===== src/rtl/sfx_pkg.sv =====
// Shared definitions for the sound-effect tone player: state and note encodings,
// default note dividers and note length, counter widths and the silent DAC level.
package sfx_pkg;

    typedef enum logic [1:0] {
        ST_IDLE   = 2'd0,
        ST_NOTE_A = 2'd1,
        ST_NOTE_B = 2'd2
    } state_e;

    typedef enum logic [1:0] {
        NOTE_C = 2'd0,
        NOTE_D = 2'd1,
        NOTE_E = 2'd2,
        NOTE_G = 2'd3
    } note_e;

    localparam int unsigned DIV_DO_DEF   = 2986;
    localparam int unsigned DIV_RE_DEF   = 2660;
    localparam int unsigned DIV_MI_DEF   = 2369;
    localparam int unsigned DIV_SOL_DEF  = 1993;
    localparam int unsigned NOTE_LEN_DEF = 5000000;

    localparam int LEN_W   = 23;
    localparam int DIV_W   = 12;
    localparam int PHASE_W = 5;

    localparam logic [3:0] IDLE_LVL = 4'h8;

endpackage


===== src/rtl/sine_rom_32x4.sv =====
// One full sine period in 32 steps, 4-bit samples centred on DAC midscale (8).
module sine_rom_32x4
    import sfx_pkg::*;
(
    input  logic [PHASE_W-1:0] addr,
    output logic [3:0]         sample
);

    // Table lookup: round(8 + 7*sin(2*pi*addr/32))
    always_comb begin
        sample = IDLE_LVL;
        case (addr)
            5'd0:  sample = 4'd8;
            5'd1:  sample = 4'd9;
            5'd2:  sample = 4'd11;
            5'd3:  sample = 4'd12;
            5'd4:  sample = 4'd13;
            5'd5:  sample = 4'd14;
            5'd6:  sample = 4'd14;
            5'd7:  sample = 4'd15;
            5'd8:  sample = 4'd15;
            5'd9:  sample = 4'd15;
            5'd10: sample = 4'd14;
            5'd11: sample = 4'd14;
            5'd12: sample = 4'd13;
            5'd13: sample = 4'd12;
            5'd14: sample = 4'd11;
            5'd15: sample = 4'd9;
            5'd16: sample = 4'd8;
            5'd17: sample = 4'd7;
            5'd18: sample = 4'd5;
            5'd19: sample = 4'd4;
            5'd20: sample = 4'd3;
            5'd21: sample = 4'd2;
            5'd22: sample = 4'd2;
            5'd23: sample = 4'd1;
            5'd24: sample = 4'd1;
            5'd25: sample = 4'd1;
            5'd26: sample = 4'd2;
            5'd27: sample = 4'd2;
            5'd28: sample = 4'd3;
            5'd29: sample = 4'd4;
            5'd30: sample = 4'd5;
            5'd31: sample = 4'd7;
            default: sample = IDLE_LVL;
        endcase
    end

endmodule


===== src/rtl/sfx_tone_player.sv =====
// Turns paddle/brick hit flags into short sine tone bursts on the 4-bit DAC output.
// Brick hits play E then G, paddle hits play C; any new hit restarts the burst.
module sfx_tone_player
    import sfx_pkg::*;
#(
    parameter int unsigned DIV_DO   = DIV_DO_DEF,
    parameter int unsigned DIV_RE   = DIV_RE_DEF,
    parameter int unsigned DIV_MI   = DIV_MI_DEF,
    parameter int unsigned DIV_SOL  = DIV_SOL_DEF,
    parameter int unsigned NOTE_LEN = NOTE_LEN_DEF
)(
    input  logic       clk50mhz,
    input  logic       reset_button,
    input  logic       play_sound1,
    input  logic       play_sound2,
    input  logic       mute,
    output logic [3:0] tono,
    output logic       busy,
    output logic [1:0] note_id
);

    localparam logic [DIV_W-1:0] DIV_DO_LAST  = DIV_W'(DIV_DO - 1);
    localparam logic [DIV_W-1:0] DIV_RE_LAST  = DIV_W'(DIV_RE - 1);
    localparam logic [DIV_W-1:0] DIV_MI_LAST  = DIV_W'(DIV_MI - 1);
    localparam logic [DIV_W-1:0] DIV_SOL_LAST = DIV_W'(DIV_SOL - 1);
    localparam logic [LEN_W-1:0] LEN_LAST     = LEN_W'(NOTE_LEN - 1);

    logic [2:0] sync1_q, sync2_q;
    logic       trig1_q, trig2_q;

    state_e             state_q, state_d;
    note_e              note_q, note_d;
    logic               two_note_q, two_note_d;
    logic [LEN_W-1:0]   len_q, len_d;
    logic [DIV_W-1:0]   div_q, div_d;
    logic [PHASE_W-1:0] phase_q, phase_d;
    logic [3:0]         tono_q, tono_d;
    logic               busy_q, busy_d;
    logic [1:0]         note_id_q, note_id_d;

    logic [DIV_W-1:0]   div_last;
    logic [3:0]         rom_sample;

    sine_rom_32x4 u_rom (
        .addr   (phase_q),
        .sample (rom_sample)
    );

    // Two-flop synchronizers plus a history flop; triggers are registered rising edges
    always_ff @(posedge clk50mhz or posedge reset_button) begin
        if (reset_button) begin
            sync1_q <= 3'b000;
            sync2_q <= 3'b000;
            trig1_q <= 1'b0;
            trig2_q <= 1'b0;
        end else begin
            sync1_q <= {sync1_q[1:0], play_sound1};
            sync2_q <= {sync2_q[1:0], play_sound2};
            trig1_q <= sync1_q[1] & ~sync1_q[2];
            trig2_q <= sync2_q[1] & ~sync2_q[2];
        end
    end

    // Phase-step divider terminal value for the note currently sounding
    always_comb begin
        div_last = DIV_DO_LAST;
        case (note_q)
            NOTE_C:  div_last = DIV_DO_LAST;
            NOTE_D:  div_last = DIV_RE_LAST;
            NOTE_E:  div_last = DIV_MI_LAST;
            NOTE_G:  div_last = DIV_SOL_LAST;
            default: div_last = DIV_DO_LAST;
        endcase
    end

    // Sequencer next state, counters and registered-output next values
    always_comb begin
        state_d    = state_q;
        note_d     = note_q;
        two_note_d = two_note_q;
        len_d      = len_q;
        div_d      = div_q;
        phase_d    = phase_q;
        if (trig2_q) begin
            state_d    = ST_NOTE_A;
            note_d     = NOTE_E;
            two_note_d = 1'b1;
            len_d      = {LEN_W{1'b0}};
            div_d      = {DIV_W{1'b0}};
            phase_d    = {PHASE_W{1'b0}};
        end else if (trig1_q) begin
            state_d    = ST_NOTE_A;
            note_d     = NOTE_C;
            two_note_d = 1'b0;
            len_d      = {LEN_W{1'b0}};
            div_d      = {DIV_W{1'b0}};
            phase_d    = {PHASE_W{1'b0}};
        end else begin
            case (state_q)
                ST_IDLE: begin
                    note_d     = NOTE_C;
                    two_note_d = 1'b0;
                    len_d      = {LEN_W{1'b0}};
                    div_d      = {DIV_W{1'b0}};
                    phase_d    = {PHASE_W{1'b0}};
                end
                ST_NOTE_A, ST_NOTE_B: begin
                    if (len_q == LEN_LAST) begin
                        len_d   = {LEN_W{1'b0}};
                        div_d   = {DIV_W{1'b0}};
                        phase_d = {PHASE_W{1'b0}};
                        if ((state_q == ST_NOTE_A) && two_note_q) begin
                            state_d = ST_NOTE_B;
                            note_d  = NOTE_G;
                        end else begin
                            state_d    = ST_IDLE;
                            note_d     = NOTE_C;
                            two_note_d = 1'b0;
                        end
                    end else begin
                        len_d = len_q + 23'd1;
                        if (div_q == div_last) begin
                            div_d   = {DIV_W{1'b0}};
                            phase_d = phase_q + 5'd1;
                        end else begin
                            div_d = div_q + 12'd1;
                        end
                    end
                end
                default: begin
                    state_d    = ST_IDLE;
                    note_d     = NOTE_C;
                    two_note_d = 1'b0;
                    len_d      = {LEN_W{1'b0}};
                    div_d      = {DIV_W{1'b0}};
                    phase_d    = {PHASE_W{1'b0}};
                end
            endcase
        end

        busy_d    = (state_d != ST_IDLE);
        note_id_d = busy_d ? note_d : NOTE_C;
        // Sample follows the phase of the current cycle, giving one cycle of latency
        tono_d    = (mute || (state_q == ST_IDLE)) ? IDLE_LVL : rom_sample;
    end

    // Sequencer state, counters and output registers
    always_ff @(posedge clk50mhz or posedge reset_button) begin
        if (reset_button) begin
            state_q    <= ST_IDLE;
            note_q     <= NOTE_C;
            two_note_q <= 1'b0;
            len_q      <= {LEN_W{1'b0}};
            div_q      <= {DIV_W{1'b0}};
            phase_q    <= {PHASE_W{1'b0}};
            tono_q     <= IDLE_LVL;
            busy_q     <= 1'b0;
            note_id_q  <= 2'd0;
        end else begin
            state_q    <= state_d;
            note_q     <= note_d;
            two_note_q <= two_note_d;
            len_q      <= len_d;
            div_q      <= div_d;
            phase_q    <= phase_d;
            tono_q     <= tono_d;
            busy_q     <= busy_d;
            note_id_q  <= note_id_d;
        end
    end

    assign tono    = tono_q;
    assign busy    = busy_q;
    assign note_id = note_id_q;

endmodule


===== config.mk =====
export PLATFORM = sky130hd
export DESIGN_NAME = sfx_tone_player
export DESIGN_NICKNAME = d
export VERILOG_FILES = /design/src/rtl/sfx_pkg.sv /design/src/rtl/sine_rom_32x4.sv /design/src/rtl/sfx_tone_player.sv
export SDC_FILE = /design/constraint.sdc
export NUM_CORES = 1
export LEC_CHECK = 0
export ABC_AREA = 1
export BUFFER_PORTS_ARGS = -buffer_cell sky130_fd_sc_hd__buf_4
export CORE_MARGIN = 2
export CORE_UTILIZATION = 59
export DETAILED_ROUTE_END_ITERATION = 8
export GPL_ROUTABILITY_DRIVEN = 0
export HOLD_SLACK_MARGIN = 0.1
export PLACE_DENSITY = 0.76
export SYNTH_ARGS = -nofsm -noshare
export SYNTH_HDL_FRONTEND = slang
export SYNTH_HIERARCHICAL = 1
export SYNTH_SLANG_ARGS = --single-unit

===== constraint.sdc =====
create_clock -name clk50mhz -period 2.15 [get_ports clk50mhz]
set_input_delay 0.1075 -clock clk50mhz [delete_from_list [all_inputs] [get_ports clk50mhz]]
set_output_delay 0.1075 -clock clk50mhz [all_outputs]
set_load 0.01 [all_outputs]

==> flow_summary.json <==
{
  "cp_top_family": "simple AND/OR/NAND/NOR gates",
  "grt_pass1_wl_um": 10900,
  "finalSetupTns_ns": 0,
  "nNetsFinal": 452,
  "hold_violations": 0,
  "cp_max_fo": 15,
  "post-route-period-util_pct": 86.6,
  "die_height_um": 78.2,
  "htree_levels": 3,
  "worst-path-buf-inv": 3,
  "final_cell_mix": "nand2_1, nor2_1, dfrtp_1",
  "wire_per_inst_um": 12.3,
  "yosysTopAreaCell": "dfrtp_1",
  "period_needed_ns": 1.86,
  "slowest_stage": "dfrtp_1",
  "io_buffer_count": 11,
  "yosysWarnings": 6,
  "required_ns": 2.41,
  "maxCapViolations": 0,
  "cts_tree": "done",
  "path_cells": "inv_1 > ha_1 > nand3_1 > inv_1 > nand2_1 > inv_2 > nand2_4 > nor3b_1",
  "synth_cell_type_count": 32,
  "fin_hold_ws_ns": 0.363,
  "cts_sinks": 60,
  "ant_nets": 0,
  "drc": 0,
  "ir_worst_vdd_uv": 587,
  "overflow": 0,
  "cts_resized": 0,
  "startpoint_type": "flop",
  "grt_pass1_vias": 2550,
  "synth_flop_cell": "dfrtp_1",
  "dp_hpwl_um": 4530,
  "drtIter0Drc": 124,
  "synth-async-reset-ratio_pct": 100,
  "worstSetupEndpointType": "flop",
  "ff2ff_setup_slack_ns": 0.29,
  "tightest_slew_ns": 0.766,
  "maxSlewHeadroom_pct": 48.8,
  "initial_core_util_pct": 60.0,
  "antenna_found_initial": 0,
  "first_pass_iters": 4,
  "netlist_instances": 405,
  "synth_nets": 425,
  "cp.arrival_ns": 2.12,
  "layout-drive-gt1-share_pct": 13.7,
  "ys_seq_elements": 60,
  "path_class": "flop to flop",
  "clock_latency_ns": 0.35,
  "grt_max_degree": 40,
  "rsz0062_at_grt": "false",
  "report.final.setup_viol": 0,
  "ys_seq_area_share_pct": 46.3,
  "synth_area_leaders": "dfrtp_1, nand2_1, nor2_1",
  "cts.clk_slew.worst_paths_ns": 0.07,
  "max_stage_delay_ns": 0.38,
  "num_rows": 27,
  "skew_ns": 0.00668,
  "syn2layout_area_growth_pct": 12.8,
  "fill_cells": 461,
  "hold_path.class": "flop to flop",
  "power_leakage_nw": 1.73,
  "syn_area_mm2": 0.00325,
  "die_area_mm2": 0.00611,
  "wl_um": 6260,
  "cts_buffer_depth": 2,
  "clockRootBuffer": "clkbuf_8",
  "synth_edf_count": 0,
  "finalMaxSlewViolations": 0,
  "final_common_cell": "nand2_1",
  "numCtsBuffers": 9,
  "antenna_cells": 0,
  "track_usage_pct": 23.0,
  "core_area_mm2": 0.00541,
  "final_core_util_pct": 67.8,
  "avgSynthCellArea_um2": 8.01,
  "path_common_cell": "inv_1",
  "status": "complete, no violations",
  "fmax_mhz": 537,
  "p_per_area_mw_per_mm2": 787,
  "vias": 2608,
  "synth_top_area_share_pct": 45.5,
  "boundaryPins": 12,
  "viasPerCell": 5.12,
  "die_x_um": 78.2
}
-- final cells by class --
| class | count | area [um2] | area share (%) |
|---|---|---|---|
| clock inverter | 7 | 75.1 | 2.05 |
| tap | 72 | 90.1 | 2.46 |
| clock buffer | 9 | 124 | 3.38 |
| multi-input combinational | 283 | 1500 | 40.9 |
| sequential | 60 | 1500 | 41.0 |
| timing repair buffer | 19 | 153 | 4.17 |
| inverter | 59 | 221 | 6.05 |
-- logic make-up after synthesis --
kind of cell	after synthesis	synth area share [%]
AO/OA/AOI/OAI	35	6.05
flip-flops	60	46.3
adder cells (fa/ha/maj)	15	5.78
XOR/XNOR	12	3.24
buffers and inverters	62	7.59
AND/OR/NAND/NOR	221	31.0
-- worst paths after layout --
kind / to / startpoint / cells after the start
min in group asynchronous: len_q[17]$_DFF_PP0_ / reset_button / 3
setup reg to reg: div_q[2]$_DFF_PP0_ / state_q[1]$_DFF_PP0_ / 8
max in group asynchronous: tono[3]$_DFF_PP1_ / reset_button / 4
hold reg to reg: sync1_q[1]$_DFF_PP0_ / sync1_q[0]$_DFF_PP0_ / 0
hold / removal: sync1_q[1]$_DFF_PP0_ / sync1_q[0]$_DFF_PP0_ / 0
setup / recovery: div_q[2]$_DFF_PP0_ / state_q[1]$_DFF_PP0_ / 8
-- metal layers --
| metal | GRT usage (%) | share of wire [%] | vias to the layer above |
|---|---|---|---|
| met5 | 0 | 0 | - |
| met4 | 11.4 | 2.1 | 0 |
| met3 | 4.25 | 3.6 | 14 |
| met2 | 39.4 | 49 | 49 |
| met1 | 28.1 | 46 | 1209 |
| li1 | - | - | 1336 |
-- state kept, by name, indices dropped and copies added, names as in the netlist --
| register | cells |
|---|---|
| note_q | 2 |
| phase_q | 5 |
| sync2_q | 3 |
| busy | 1 |
| tono | 4 |
| div_q | 12 |
| len_q | 23 |
| state_q | 2 |
| two_note_q | 1 |
| note_id | 2 |
| trig1_q | 1 |
| trig2_q | 1 |
| sync1_q | 3 |
-- power breakdown --
part           switching [mW]  total, mW  leakage, nW  internal (mW)
Combinational           0.366      0.568        0.826          0.202
Sequential             0.0640       1.28        0.799           1.21
Clock                   0.495       1.04        0.104          0.542
-- synth_stat cells, types with 2 or more instances --
cell,count
o211a_1,2
nand3_1,23
nand2_2,4
nor2_2,7
xor2_1,9
buf_2,2
nand4_1,7
nand2_1,79
inv_2,7
ha_1,15
dfrtp_1,59
o21a_1,2
xnor2_1,3
nand3b_1,2
o21ai_0,8
o21ai_1,2
a21oi_1,18
nor3b_1,7
nor3_1,13
nor3_2,4
or2_2,2
inv_1,52
nor2_1,69
-- what timing repair did --
item,in CTS,in global routing
hold endpoints to repair,42,0
buffers inserted,0,0
hold buffers,4,0
-- through the flow --
| stage | worst slack (ns) | power (mW) | cells | instance area, um2 |
|---|---|---|---|---|
| floorplan | 0.515 | 1.72 | 405 | 3250 |
| global placement | 0.389 | 1.83 | 489 | 3420 |
| detailed placement | 0.303 | 1.86 | 489 | 3420 |
| CTS | 0.274 | 2.90 | 509 | 3660 |
| global route | 0.131 | 3.03 | 509 | 3660 |
| finish | 0.289 | 2.88 | 509 | 3660 |
Power figures use the tool's default switching activity.
